[config.mk]
export PLATFORM = sky130hd
export DESIGN_NAME = hwpe_stream_source_realign_line_flat
export DESIGN_NICKNAME = d
export VERILOG_FILES = /design/src/rtl/hwpe_stream_source_realign_line_if.sv /design/src/rtl/hwpe_stream_source_realign_line.sv /design/src/flat_wrapper.sv
export SDC_FILE = /design/constraint.sdc
export NUM_CORES = 1
export LEC_CHECK = 0
export ABC_AREA = 1
export BUFFER_PORTS_ARGS = -buffer_cell sky130_fd_sc_hd__buf_4
export CORE_MARGIN = 2
export CORE_UTILIZATION = 30
export DETAILED_ROUTE_END_ITERATION = 7
export PLACE_DENSITY = 0.55
export SYNTH_ARGS = -nofsm -noshare
export SYNTH_HDL_FRONTEND = slang
export SYNTH_SLANG_ARGS = --single-unit
[constraint.sdc]
create_clock -name clk_i -period 3.9 [get_ports clk_i]
set_input_delay 0.78 -clock clk_i [delete_from_list [all_inputs] [get_ports clk_i]]
set_output_delay 0.78 -clock clk_i [all_outputs]
set_load 0.005 [all_outputs]
[src/rtl/hwpe_stream_source_realign_line_if.sv]
// Valid/ready word stream carrying data plus a byte strobe.
interface hwpe_stream_source_realign_line_if #(
  parameter int unsigned DATA_WIDTH = 32
) ();

  logic                    valid;
  logic                    ready;
  logic [DATA_WIDTH-1:0]   data;
  logic [DATA_WIDTH/8-1:0] strb;

  modport source (output valid, output data, output strb, input ready);
  modport sink   (input valid, input data, input strb, output ready);

endinterface

[src/rtl/hwpe_stream_source_realign_line.sv]
// Byte-granular line realigner: turns word-aligned load data into lines of L
// output words starting at byte offset o, with last-word strobe trimming.
module hwpe_stream_source_realign_line #(
  parameter int unsigned DATA_WIDTH = 32,
  parameter int unsigned LEN_WIDTH  = 16
) (
  input  logic                              clk_i,
  input  logic                              rst_i,
  input  logic                              clear_i,
  input  logic                              start_i,
  input  logic [$clog2(DATA_WIDTH/8)-1:0]   cfg_offset_i,
  input  logic [LEN_WIDTH-1:0]              cfg_line_length_i,
  input  logic [LEN_WIDTH-1:0]              cfg_num_lines_i,
  input  logic [DATA_WIDTH/8-1:0]           cfg_last_strb_i,
  output logic                              busy_o,
  output logic                              done_o,
  output logic                              line_last_o,
  hwpe_stream_source_realign_line_if.sink   stream_i,
  hwpe_stream_source_realign_line_if.source stream_o
);

  localparam int unsigned B     = DATA_WIDTH / 8;
  localparam int unsigned OFF_W = $clog2(B);
  localparam int unsigned SH_W  = $clog2(DATA_WIDTH) + 1;

  typedef enum logic [1:0] {
    S_IDLE,
    S_FIRST,
    S_STREAM,
    S_DONE
  } state_t;

  state_t                r_state;
  state_t                w_state_nxt;

  logic [OFF_W-1:0]      r_offset;
  logic [LEN_WIDTH-1:0]  r_len_m1;
  logic [LEN_WIDTH-1:0]  r_lines_m1;
  logic [B-1:0]          r_last_strb;
  logic [LEN_WIDTH-1:0]  r_word_cnt;
  logic [LEN_WIDTH-1:0]  r_line_cnt;
  logic [DATA_WIDTH-1:0] r_h;

  logic                  w_has_off;
  logic                  w_job_empty;
  logic                  w_word_last;
  logic                  w_line_last;
  logic                  w_in_hs;
  logic                  w_out_hs;
  logic [SH_W-1:0]       w_rsh;
  logic [SH_W-1:0]       w_lsh;
  logic [DATA_WIDTH-1:0] w_shifted;
  logic                  w_unused_strb;

  assign w_unused_strb = ^stream_i.strb;

  assign w_has_off   = (r_offset != '0);
  assign w_job_empty = (cfg_line_length_i == '0) || (cfg_num_lines_i == '0);
  // L-1 and N-1 are latched at start, so L=N=2^LEN_WIDTH-1 never overflows
  assign w_word_last = (r_word_cnt == r_len_m1);
  assign w_line_last = (r_line_cnt == r_lines_m1);
  assign w_in_hs     = stream_i.valid && stream_i.ready;
  assign w_out_hs    = stream_o.valid && stream_o.ready;

  assign w_rsh     = SH_W'({r_offset, 3'b000});
  assign w_lsh     = SH_W'(DATA_WIDTH) - w_rsh;
  assign w_shifted = (r_h >> w_rsh) | (stream_i.data << w_lsh);

  always_ff @(posedge clk_i or posedge rst_i) begin
    if (rst_i) begin
      r_state <= S_IDLE;
    end else if (clear_i) begin
      r_state <= S_IDLE;
    end else begin
      r_state <= w_state_nxt;
    end
  end

  always_comb begin
    w_state_nxt    = r_state;
    busy_o         = 1'b0;
    done_o         = 1'b0;
    line_last_o    = 1'b0;
    stream_i.ready = 1'b0;
    stream_o.valid = 1'b0;
    stream_o.data  = w_has_off ? w_shifted : stream_i.data;
    stream_o.strb  = '1;

    case (r_state)
      S_IDLE: begin
        if (start_i) begin
          if (w_job_empty) begin
            w_state_nxt = S_DONE;
          end else if (cfg_offset_i != '0) begin
            w_state_nxt = S_FIRST;
          end else begin
            w_state_nxt = S_STREAM;
          end
        end
      end
      S_FIRST: begin
        busy_o         = 1'b1;
        stream_i.ready = 1'b1;
        if (stream_i.valid) begin
          w_state_nxt = S_STREAM;
        end
      end
      S_STREAM: begin
        busy_o         = 1'b1;
        stream_o.valid = stream_i.valid;
        stream_i.ready = stream_o.ready;
        line_last_o    = w_word_last;
        stream_o.strb  = w_word_last ? r_last_strb : '1;
        // With an offset each line re-absorbs its own head word in FIRST
        if (w_out_hs && w_word_last) begin
          if (w_line_last) begin
            w_state_nxt = S_DONE;
          end else if (w_has_off) begin
            w_state_nxt = S_FIRST;
          end
        end
      end
      S_DONE: begin
        busy_o      = 1'b1;
        done_o      = 1'b1;
        w_state_nxt = S_IDLE;
      end
      default: begin
        w_state_nxt = S_IDLE;
      end
    endcase
  end

  always_ff @(posedge clk_i or posedge rst_i) begin
    if (rst_i) begin
      r_offset    <= '0;
      r_len_m1    <= '0;
      r_lines_m1  <= '0;
      r_last_strb <= '0;
      r_word_cnt  <= '0;
      r_line_cnt  <= '0;
      r_h         <= '0;
    end else if (clear_i) begin
      r_offset    <= '0;
      r_len_m1    <= '0;
      r_lines_m1  <= '0;
      r_last_strb <= '0;
      r_word_cnt  <= '0;
      r_line_cnt  <= '0;
      r_h         <= '0;
    end else begin
      case (r_state)
        S_IDLE: begin
          r_word_cnt <= '0;
          r_line_cnt <= '0;
          if (start_i) begin
            r_offset    <= cfg_offset_i;
            r_len_m1    <= cfg_line_length_i - LEN_WIDTH'(1);
            r_lines_m1  <= cfg_num_lines_i - LEN_WIDTH'(1);
            r_last_strb <= cfg_last_strb_i;
          end
        end
        S_FIRST: begin
          if (w_in_hs) begin
            r_h <= stream_i.data;
          end
        end
        S_STREAM: begin
          if (w_out_hs) begin
            r_h <= stream_i.data;
            if (w_word_last) begin
              r_word_cnt <= '0;
              r_line_cnt <= w_line_last ? '0 : r_line_cnt + LEN_WIDTH'(1);
            end else begin
              r_word_cnt <= r_word_cnt + LEN_WIDTH'(1);
            end
          end
        end
        S_DONE: begin
          r_word_cnt <= '0;
          r_line_cnt <= '0;
        end
        default: begin
          r_word_cnt <= '0;
          r_line_cnt <= '0;
        end
      endcase
    end
  end

endmodule

[src/flat_wrapper.sv]
// flat-port wrapper written by rule: the top's interface ports become plain ports
module hwpe_stream_source_realign_line_flat 
#(
  parameter int unsigned DATA_WIDTH = 32,
  parameter int unsigned LEN_WIDTH  = 16
)
  (clk_i, rst_i, clear_i, start_i, cfg_offset_i, cfg_line_length_i, cfg_num_lines_i, cfg_last_strb_i, busy_o, done_o, line_last_o, stream_i_valid, stream_i_data, stream_i_strb, stream_i_ready, stream_o_valid, stream_o_data, stream_o_strb, stream_o_ready);
  hwpe_stream_source_realign_line_if #(.DATA_WIDTH(DATA_WIDTH)) stream_i_i ();
  hwpe_stream_source_realign_line_if #(.DATA_WIDTH(DATA_WIDTH)) stream_o_i ();
  input  logic clk_i;
  input  logic rst_i;
  input  logic clear_i;
  input  logic start_i;
  input  logic [$clog2(DATA_WIDTH/8)-1:0] cfg_offset_i;
  input  logic [LEN_WIDTH-1:0] cfg_line_length_i;
  input  logic [LEN_WIDTH-1:0] cfg_num_lines_i;
  input  logic [DATA_WIDTH/8-1:0] cfg_last_strb_i;
  output logic busy_o;
  output logic done_o;
  output logic line_last_o;
  input wire logic [$bits(stream_i_i.valid)-1:0] stream_i_valid;
  input wire logic [$bits(stream_i_i.data)-1:0] stream_i_data;
  input wire logic [$bits(stream_i_i.strb)-1:0] stream_i_strb;
  output wire logic [$bits(stream_i_i.ready)-1:0] stream_i_ready;
  output wire logic [$bits(stream_o_i.valid)-1:0] stream_o_valid;
  output wire logic [$bits(stream_o_i.data)-1:0] stream_o_data;
  output wire logic [$bits(stream_o_i.strb)-1:0] stream_o_strb;
  input wire logic [$bits(stream_o_i.ready)-1:0] stream_o_ready;
  assign stream_i_i.valid = stream_i_valid;
  assign stream_i_i.data = stream_i_data;
  assign stream_i_i.strb = stream_i_strb;
  assign stream_i_ready = stream_i_i.ready;
  assign stream_o_valid = stream_o_i.valid;
  assign stream_o_data = stream_o_i.data;
  assign stream_o_strb = stream_o_i.strb;
  assign stream_o_i.ready = stream_o_ready;
  hwpe_stream_source_realign_line #(.DATA_WIDTH(DATA_WIDTH), .LEN_WIDTH(LEN_WIDTH)) u_core (.clk_i(clk_i), .rst_i(rst_i), .clear_i(clear_i), .start_i(start_i), .cfg_offset_i(cfg_offset_i), .cfg_line_length_i(cfg_line_length_i), .cfg_num_lines_i(cfg_num_lines_i), .cfg_last_strb_i(cfg_last_strb_i), .busy_o(busy_o), .done_o(done_o), .line_last_o(line_last_o), .stream_i(stream_i_i), .stream_o(stream_o_i));
endmodule
==> results.tsv, run 1 <==
stage	metric	value	unit
clock_network	cts_post_setup_buffers_inserted	0	
outcome	outcome	completed	
clock_network	tritoncts.num_buffers	9	
clock_network	cts_tree	built	
sta	finalHoldWorstSlack	0.512	ns
layout	layout_commonest_cell	sky130_fd_sc_hd__nand2_1	
place	io_buffer_count	116	
setup_path	crit_path_start_kind	flop	
setup_path	cp_max_fo	26	
global_route	grt_antenna_before_repair	0	
layout	area_growth	19.8	%
floorplan	start_util	0.306	
sta	worst-slew-pin-transition	0.921	ns
global_route	maximum_number_of_pins_on_one_net_before_global_route_repair	106	
setup_path	critical_path.endpoint_type	output port	
synth	synthCells	1131	
sta	fin_crit	3.48	ns
floorplan	io-pin-count	121	
global_route	first_global_vias	7109	
layout	final_cells	1551	
pwr	cellInternalPower	2.50	mW
clock_network	post_cts_resize_count	0	
pwr	p_clk_frac	0.210	
synth	yosys_register_bits	104	
place	place_inst	1535	
run	number_of_max_cap_violations	0	
sta	report.final.setup_viol	0	
detailed_routing	drt-pass1-iter-count	5	
layout	stdcell_area	0.00891	mm2
detailed_routing	routed_wire_length_per_instance	14.5	um
setup_path	crit_path_start	u_core.r_offset[0]$_DFFE_PP0P_	
place	post-dp-hpwl	16500	um
layout	area_used_by_multi_input_combinational_logic	0.00389	mm2
synth	post_synth_instance_area	0.00744	mm2
clock_network	worst_skew_pair.late_latency	0.37	ns
clock_network	cts_num_sinks	104	
setup_path	arrival	2.70	ns
setup_path	endpoint	stream_o_data[28]	
sta	rsz0062_at_grt	no	
setup_path	r2r_start	u_core.r_state[0]$_DFFE_PP0P_	
setup_path	register_to_register_setup_slack	1.49	ns
clock_network	cts_hold_repair.buffers	0	
synth	postSynthNetCount	1222	
place	place_area	0.00861	mm2
sta	hold_violation_count_in_the_final_report	0	
setup_path	setup.worst_path.class	reg2out	
pwr	power.share.switching	0.442	
setup_path	worst-endpoint-required	3.12	ns
detailed_routing	detail_route.wirelength	22500	um
floorplan	fp.dieArea	0.0261	mm2
place	routability_driven_placement_congestion_ratio	0.839	
sta	final-max-slew-violation-count	0	
synth	synth_area_leader_cell	sky130_fd_sc_hd__dfrtp_1	
floorplan	die_height	161	um
synth	synth_top_area_cells	sky130_fd_sc_hd__dfrtp_1, sky130_fd_sc_hd__nand2_1, sky130_fd_sc_hd__inv_1	
sta	clk_skew	0.0159	ns
global_route	grt_overflow_total	0	
worst_hold_path	hp_class	in2async	
clock_network	clockRootBuffer	sky130_fd_sc_hd__clkbuf_16	
layout	n_fill_cell	2600	
detailed_routing	drtIter0Drc	535	
layout	nNetsFinal	1313	
synth	ys_types	43	
pwr	vdd_ir_drop_max	0.211	mV
setup_path	worstReg2RegEnd	u_core.r_h[28]$_DFFE_PP0P_	
synth	share_of_yosys_cell_area_claimed_by_the_top_area_cell_type	0.350	
global_route	grtUsageTotal	0.174	
pwr	cellPowerDensity	502	mW/mm2
global_route	global_route_wire_length_before_repair	36500	um
setup_path	worst_r2r_path_depth	7	
place	pre_cts_slack	0.828	ns
synth	synthesized_area_per_cell	6.58	um2
sta	slew_headroom	0.386	
layout	seq_area	0.00260	mm2
clock_network	htree_levels	3	
detailed_routing	detail_route.drc_violations	0	
layout	diodes	0	
layout	final_cell_mix	sky130_fd_sc_hd__nand2_1, sky130_fd_sc_hd__inv_1, sky130_fd_sc_hd__o21ai_0	
sta	final_critical_path_share_of_the_clock_period	0.892	
clock_network	clock_tree.buffer_depth	2	
floorplan	core.rowCount	57	
sta	totalNegativeSetupSlack	0	ns
clock_network	clkSlewWorstSetupHoldPaths	0.07	ns
detailed_routing	dr_total_vias	7470	
synth	synth-seq-area-share	0.350	
detailed_routing	route.detailed.vias_per_inst	4.82	
pwr	cell_leakage_power	4.20	nW
pwr	power.switching	1.98	mW
synth	yosys_warnings	0	
sta	fmax	0.288	GHz
pwr	seq_power_share	0.319	
pwr	power.share.combinational	0.471	
detailed_routing	drt.antenna.violating_nets	0	
layout	drive_gt1_frac	0.142	
floorplan	core_area	0.0243	mm2
sta	finalWorstSetupSlack	0.423	ns
floorplan	die-width	161	um
==> Yosys cell counts, drive strengths merged <==
master	instances
a32o	1
nand4	14
nand2	248
o32ai	9
ha	11
nand3	75
clkbuf	31
nor3b	1
nor3	33
a31o	2
buf	19
xor2	14
xnor2	3
a41oi	1
nor4	10
o31ai	18
dfrtp	104
nor2	128
inv	189
clkinv	1
and2	1
a21o	1
o21ai	146
o21bai	1
o22ai	27
a21oi	42
a31oi	1
==> per-layer routing <==
layer,up-vias,global-route usage,part of all wire
met3,20,0.0254,0.039
met2,156,0.284,0.46
met4,0,0.0483,0.018
li1,3857,-,-
met1,3437,0.240,0.48
met5,-,0,0
==> through the flow <==
| stage | utilization | total power, mW |
|---|---|---|
| 2_1_floorplan | - | 2.87 |
| 3_3_place_gp | 0.354 | 3.55 |
| 3_5_place_dp | 0.354 | 3.56 |
| 4_1_cts | 0.366 | 4.52 |
| 5_1_grt | 0.366 | 4.84 |
| 6_report | 0.366 | 4.47 |
==> how the worst min path moves through the flow <==
stage / start / end / cells past startpoint / slack, ns
floorplan: u_core.r_state[1]$_DFFE_PP0P_ / u_core.r_state[1]$_DFFE_PP0P_ / 2 / 0.50
global placement: u_core.r_h[1]$_DFFE_PP0P_ / u_core.r_h[1]$_DFFE_PP0P_ / 2 / 0.52
detailed placement: u_core.r_h[5]$_DFFE_PP0P_ / u_core.r_h[5]$_DFFE_PP0P_ / 2 / 0.53
CTS: u_core.r_h[5]$_DFFE_PP0P_ / u_core.r_h[5]$_DFFE_PP0P_ / 2 / 0.54
global route: rst_i / u_core.r_h[3]$_DFFE_PP0P_ / 2 / 0.57
finish: rst_i / u_core.r_h[3]$_DFFE_PP0P_ / 2 / 0.51
==> registers in the layout, indices dropped and copies added (netlist names) <==
register / cells
u_core.r_offset: 2
u_core.r_line_cnt: 16
u_core.r_lines_m1: 16
u_core.r_last_strb: 4
u_core.r_word_cnt: 16
u_core.r_len_m1: 16
u_core.r_state: 2
u_core.r_h: 32
==> cell families after synthesis <==
family                     count (synthesis)  synth area share
and+or+nand+nor                          510             0.295
AOI/OAI and AO/OA                        249             0.189
buffers and inverters                    240             0.128
DFF                                      104             0.350
xor gates and xnor gates                  17            0.0200
adders and majority gates                 11            0.0185
==> final cells by class <==
cell class | instances | share of cell area
Clock inverter | 7 | 0.00828
Multi-Input combinational cell | 787 | 0.436
Inverter | 190 | 0.0803
Clock buffer | 9 | 0.0253
Sequential cell | 104 | 0.292
Timing Repair Buffer | 130 | 0.112
Tap cell | 324 | 0.0455
==> power by group through the flow <==
stage	sequential [mW]	combinational, mW	clock [mW]
final	1.43	2.11	0.941
after global routing	1.46	2.38	1.01
after CTS	1.43	2.13	0.966
after detailed placement	1.44	2.12	0
after global placement	1.44	2.10	0
after floorplan	1.41	1.46	0
==> worst max-delay path: stages (launching register included) <==
cell and delay (ns):
sky130_fd_sc_hd__dfrtp_2 0.36, sky130_fd_sc_hd__inv_1 0.06, sky130_fd_sc_hd__ha_1 0.27, sky130_fd_sc_hd__buf_4 0.23, sky130_fd_sc_hd__clkinv_1 0.09, sky130_fd_sc_hd__buf_4 0.23, sky130_fd_sc_hd__nand2_1 0.33, sky130_fd_sc_hd__o32ai_1 0.13
sky130_fd_sc_hd__o21ai_0 0.34, sky130_fd_sc_hd__o21ai_0 0.14, sky130_fd_sc_hd__buf_4 0.16
Note: power is estimated with default switching activity, not from simulation.
==> inputs of run 2 (changes only) <==
REMOVE_ABC_BUFFERS = 1   (was default)
clock period = 4 ns   (was 3.9 ns; I/O delays follow)
==> run 2 against run 1 <==
  * Setup slack gained 0.20 ns
  * Sequential share of layout area grew 0.12 points
  * Hold slack gained 0.026 ns
  * Sequential power shrank 3%
  * Global-route usage shrank 0.51 points
  * Register-to-register slack gained 0.08 ns
  * Critical path depth shrank 4
  * First-iteration DRC count grew 12%
  * Count of clock-buffer cells in the layout is the same
  * Flip-flop and latch count is the same
  * Largest cell class unchanged
  * Highest routed layer unchanged
==> results.tsv, run 2 (synthesis results as in run 1) <==
stage	metric	value	unit
detailed_routing	detail_route.drc_violations	0	
floorplan	die-width	161	um
clock_network	clock_tree.buffer_depth	2	
clock_network	clockRootBuffer	sky130_fd_sc_hd__clkbuf_16	
sta	fin_crit	3.38	ns
clock_network	worst_skew_pair.late_latency	0.36	ns
layout	area_growth	19.3	%
floorplan	core.rowCount	57	
clock_network	cts_hold_repair.buffers	0	
setup_path	crit_path_start_kind	flop	
layout	area_used_by_multi_input_combinational_logic	0.00389	mm2
layout	layout_commonest_cell	sky130_fd_sc_hd__nand2_1	
clock_network	cts_tree	built	
layout	stdcell_area	0.00887	mm2
setup_path	setup.worst_path.class	reg2out	
detailed_routing	routed_wire_length_per_instance	14.0	um
global_route	grt_overflow_total	0	
place	place_area	0.00859	mm2
sta	final_critical_path_share_of_the_clock_period	0.844	
layout	final_cells	1549	
global_route	first_global_vias	6808	
detailed_routing	drt-pass1-iter-count	6	
setup_path	crit_chain	buf_4 > nand2_1 > o32ai_1 > o21ai_0 > o21ai_0 > buf_4	
place	routability_driven_placement_congestion_ratio	0.871	
outcome	outcome	completed	
detailed_routing	drtIter0Drc	600	
sta	clk_skew	0.0134	ns
layout	top_register	u_core.r_h	
sta	finalWorstSetupSlack	0.624	ns
clock_network	cts_post_setup_buffers_inserted	0	
sta	slew_headroom	0.405	
layout	nNetsFinal	1311	
floorplan	start_util	0.306	
setup_path	critical_path.max_stage_delay	0.70	ns
setup_path	arrival	2.58	ns
layout	diodes	0	
pwr	power.total	4.29	mW
global_route	maximum_number_of_pins_on_one_net_before_global_route_repair	106	
layout	n_fill_cell	2634	
layout	drive_gt1_frac	0.141	
setup_path	worst-endpoint-required	3.20	ns
pwr	cell_leakage_power	4.19	nW
place	place_inst	1533	
clock_network	htree_levels	3	
layout	seq_area	0.00260	mm2
sta	totalNegativeSetupSlack	0	ns
clock_network	tritoncts.num_buffers	9	
floorplan	io-pin-count	121	
sta	worst-slew-pin-transition	0.892	ns
place	io_buffer_count	116	
clock_network	clkSlewWorstSetupHoldPaths	0.07	ns
floorplan	core_area	0.0243	mm2
layout	final_cell_mix	sky130_fd_sc_hd__nand2_1, sky130_fd_sc_hd__inv_1, sky130_fd_sc_hd__o21ai_0	
pwr	cellPowerDensity	483	mW/mm2
clock_network	cts_num_sinks	104	
detailed_routing	route.detailed.vias_per_inst	4.83	
sta	report.final.setup_viol	0	
sta	finalHoldWorstSlack	0.538	ns
worst_hold_path	hp_class	in2async	
setup_path	cp_max_fo	105	
detailed_routing	drt.antenna.violating_nets	0	
floorplan	die_height	161	um
layout	fin_util	0.365	
sta	hold_violation_count_in_the_final_report	0	
run	number_of_max_cap_violations	0	
floorplan	fp.dieArea	0.0261	mm2
global_route	grtUsageTotal	0.169	
clock_network	post_cts_resize_count	0	
sta	final-max-slew-violation-count	0	
setup_path	worst_path_max_delay_cell	sky130_fd_sc_hd__buf_4	
global_route	grt_antenna_before_repair	0	
place	pre_cts_slack	1.01	ns
detailed_routing	dr_total_vias	7478	
global_route	global_route_wire_length_before_repair	35800	um
pwr	vdd_ir_drop_max	0.257	mV
sta	rsz0062_at_grt	no	
layout	largest_register_ffs	32	
place	post-dp-hpwl	15500	um
detailed_routing	detail_route.wirelength	21800	um
setup_path	critical_path.endpoint_type	output port	
sta	fmax	0.296	GHz
-- run 2: cell types whose count changed in the layout (fill, tap and decap cells not counted), sizes merged --
cell / change
buf: -2
-- run 2: power breakdown --
part	leakage, nW	internal (mW)	switching [mW]	total, mW
Combinational	2.64	0.691	1.31	2.00
Sequential	1.40	1.28	0.113	1.39
Clock	0.146	0.438	0.458	0.896
-- run 2: layout make-up --
class                           instances  share of cell area
Multi-Input combinational cell        787               0.438
Timing Repair Buffer                  128               0.110
Clock buffer                            9              0.0254
Clock inverter                          7             0.00691
Sequential cell                       104               0.293
Tap cell                              324              0.0457
Inverter                              190              0.0806
-- run 2: per-layer routing --
metal,track usage,share of wire,vias to the layer above
met5,0,0,-
met3,0.0231,0.056,25
li1,-,-,3857
met4,0.0503,0.019,0
met2,0.247,0.42,201
met1,0.256,0.51,3395
-- run 2: critical path: cells and delay by family, from the launching register on --
kind                   cells  cell delay, ns
AND/OR/NAND/NOR            1            0.49
flip-flops                 1            0.36
buffers and inverters      2            0.86
AO/OA/AOI/OAI              3            0.50
-- run 2: path summary, 6_finish.rpt --
kind | startpoint | endpoint | slack [ns] | cells past startpoint
worst min-delay path | rst_i | u_core.r_len_m1[14]$_DFFE_PP0P_ | 0.54 | 2
min in group clk_i | u_core.r_h[5]$_DFFE_PP0P_ | u_core.r_h[5]$_DFFE_PP0P_ | 0.54 | 2
worst min register to register | u_core.r_h[5]$_DFFE_PP0P_ | u_core.r_h[5]$_DFFE_PP0P_ | 0.54 | 2
worst max register to register | u_core.r_state[0]$_DFFE_PP0P_ | u_core.r_len_m1[15]$_DFFE_PP0P_ | 1.57 | 9
worst max-delay path | u_core.r_offset[0]$_DFFE_PP0P_ | stream_o_data[26] | 0.62 | 6
max in group asynchronous | rst_i | u_core.r_line_cnt[13]$_DFFE_PP0P_ | 2.71 | 3
==> inputs of run 3 (changes only) <==
PLACE_DENSITY = 0.56   (was 0.55)
clock period = 2.9 ns   (was 4 ns; I/O delays follow)
==> run 3 against run 2 <==
  * Total power rose by 42%
  * Clock power up 53%
  * Hold slack worse by 0.28 ns
  * Setup slack got worse by 0.43 ns
  * Sequential share of layout area down 0.37 points
  * Count of clock-buffer cells in the layout did not move
  * Routed wire length increased by 0.40%
  * Register-to-register slack lost 0.89 ns
  * Clock skew shrank 0.0011 ns
  * Utilization up 0.47 points
  * Cell area increased by 1.3%
  * Global-route usage increased by 0.12 points
  * Largest cell class unchanged
  * Highest routed layer unchanged
==> results.tsv, run 3 (synthesis results as in run 1) <==
stage	metric	value	unit
global_route	global_route_wire_length_before_repair	36000	um
clock_network	htree_levels	3	
place	io_buffer_count	116	
pwr	cellInternalPower	3.53	mW
layout	fin_util	0.370	
global_route	first_global_vias	6967	
pwr	cell_leakage_power	4.24	nW
detailed_routing	route.detailed.vias_per_inst	4.82	
pwr	power.switching	2.58	mW
clock_network	cts_num_sinks	104	
clock_network	cts_tree	built	
pwr	seq_power_share	0.314	
setup_path	critical_path.endpoint_type	output port	
floorplan	core_area	0.0243	mm2
place	place_area	0.00867	mm2
clock_network	cts_post_setup_buffers_inserted	0	
sta	slew_headroom	0.546	
run	number_of_max_cap_violations	0	
pwr	power.share.combinational	0.461	
sta	report.final.setup_viol	0	
setup_path	path_depth	8	
clock_network	clock_tree.buffer_depth	2	
layout	n_fill_cell	2640	
layout	stdcell_area	0.00899	mm2
setup_path	worst_r2r_path_depth	11	
pwr	power.total	6.11	mW
detailed_routing	dr_total_vias	7489	
setup_path	setup.worst_path.class	reg2out	
setup_path	crit_buf_inv	4	
place	pre_cts_slack	0.563	ns
layout	diodes	0	
setup_path	crit_path_start	u_core.r_offset[0]$_DFFE_PP0P_	
pwr	cellPowerDensity	679	mW/mm2
detailed_routing	detail_route.wirelength	21900	um
sta	totalNegativeSetupSlack	0	ns
detailed_routing	drt-pass1-iter-count	5	
sta	fmax	0.369	GHz
layout	area_growth	20.8	%
floorplan	core.rowCount	57	
setup_path	crit_path_start_kind	flop	
sta	hold_violation_count_in_the_final_report	0	
layout	drive_gt1_frac	0.145	
detailed_routing	routed_wire_length_per_instance	14.1	um
layout	top_register	u_core.r_h	
pwr	p_clk_frac	0.225	
place	post-dp-hpwl	15800	um
setup_path	worst-endpoint-required	2.32	ns
global_route	maximum_number_of_pins_on_one_net_before_global_route_repair	106	
clock_network	tritoncts.num_buffers	9	
global_route	grtUsageTotal	0.170	
clock_network	worst_skew_pair.late_latency	0.36	ns
setup_path	crit_chain	inv_1 > ha_1 > clkinv_1 > buf_4 > o31ai_1 > o21ai_0 > o21ai_0 > buf_4	
floorplan	die_height	161	um
sta	final-max-slew-violation-count	0	
clock_network	clkSlewWorstSetupHoldPaths	0.07	ns
layout	largest_register_ffs	32	
setup_path	cp_max_fo	9	
layout	final_cell_mix	sky130_fd_sc_hd__nand2_1, sky130_fd_sc_hd__inv_1, sky130_fd_sc_hd__o21ai_0	
sta	rsz0062_at_grt	no	
clock_network	cts_hold_repair.buffers	0	
layout	layout_commonest_cell	sky130_fd_sc_hd__nand2_1	
setup_path	worst_path_max_delay_cell	sky130_fd_sc_hd__dfrtp_2	
global_route	grt_antenna_before_repair	0	
clock_network	post_cts_resize_count	0	
setup_path	critical_path.max_stage_delay	0.39	ns
setup_path	arrival	2.13	ns
pwr	vdd_ir_drop_max	0.383	mV
sta	worst-slew-pin-transition	0.681	ns
place	routability_driven_placement_congestion_ratio	0.905	
detailed_routing	drt.antenna.violating_nets	0	
global_route	grt_overflow_total	0	
setup_path	timing.critical_path.max_delay_family	buffers and inverters	
clock_network	clockRootBuffer	sky130_fd_sc_hd__clkbuf_16	
floorplan	io-pin-count	121	
detailed_routing	detail_route.drc_violations	0	
sta	fin_crit	2.71	ns
floorplan	start_util	0.306	
pwr	power.share.switching	0.423	
sta	finalWorstSetupSlack	0.189	ns
detailed_routing	drtIter0Drc	621	
floorplan	die-width	161	um
sta	clk_skew	0.0123	ns
setup_path	r2r_start	u_core.r_state[0]$_DFFE_PP0P_	
sta	final_critical_path_share_of_the_clock_period	0.935	
floorplan	fp.dieArea	0.0261	mm2
layout	nNetsFinal	1317	
outcome	outcome	completed	
worst_hold_path	hp_class	in2async	
## run 3: changes by cell type in the layout (fill, tap and decap cells not counted), sizes merged
cell and delta:
buf +6, clkinv -2, clkinvlp +1, bufinv +2, inv -2
## run 3: layer usage
metal | global-route usage | part of all wire
met1 | 0.250 | 0.51
met2 | 0.260 | 0.42
met3 | 0.0234 | 0.053
met4 | 0.0467 | 0.016
met5 | 0 | 0
## run 3: layout make-up
| cell class | instances | area (um2) | share of cell area |
|---|---|---|---|
| well taps | 324 | 405 | 0.0451 |
| multi-input cells | 787 | 3890 | 0.433 |
| repair buffers | 134 | 1060 | 0.117 |
| clock buffers | 9 | 225 | 0.0251 |
| inverters | 190 | 716 | 0.0796 |
| clock inverters | 6 | 92.6 | 0.0103 |
| flip-flops and latches | 104 | 2600 | 0.290 |
## run 3: final timing paths
kind | to | slack [ns]
max | stream_o_data[20] | 0.19
min | u_core.r_len_m1[14]$_DFFE_PP0P_ | 0.26
max reg2reg | u_core.r_line_cnt[0]$_DFFE_PP0P_ | 0.68
min reg2reg | u_core.r_h[4]$_DFFE_PP0P_ | 0.53
max in group asynchronous | u_core.r_word_cnt[5]$_DFFE_PP0P_ | 2.02
min in group clk_i | u_core.r_lines_m1[0]$_DFFE_PP0P_ | 0.41
## run 3: power by group through the flow
stage	Sequential [mW]	Combinational [mW]	Clock, mW
CTS	1.92	2.83	1.40
global route	1.96	3.19	1.46
finish	1.92	2.82	1.37
global placement	1.94	2.81	0
floorplan	1.96	1.73	0
detailed placement	1.95	2.82	0
## run 3: per-stage QoR
step                      cells  hold slack [ns]
after CTS                  1554            0.284
final                      1554            0.257
after global placement     1539            0.518
after global routing       1554            0.309
after floorplan            1081            0.498
after detailed placement   1539            0.527
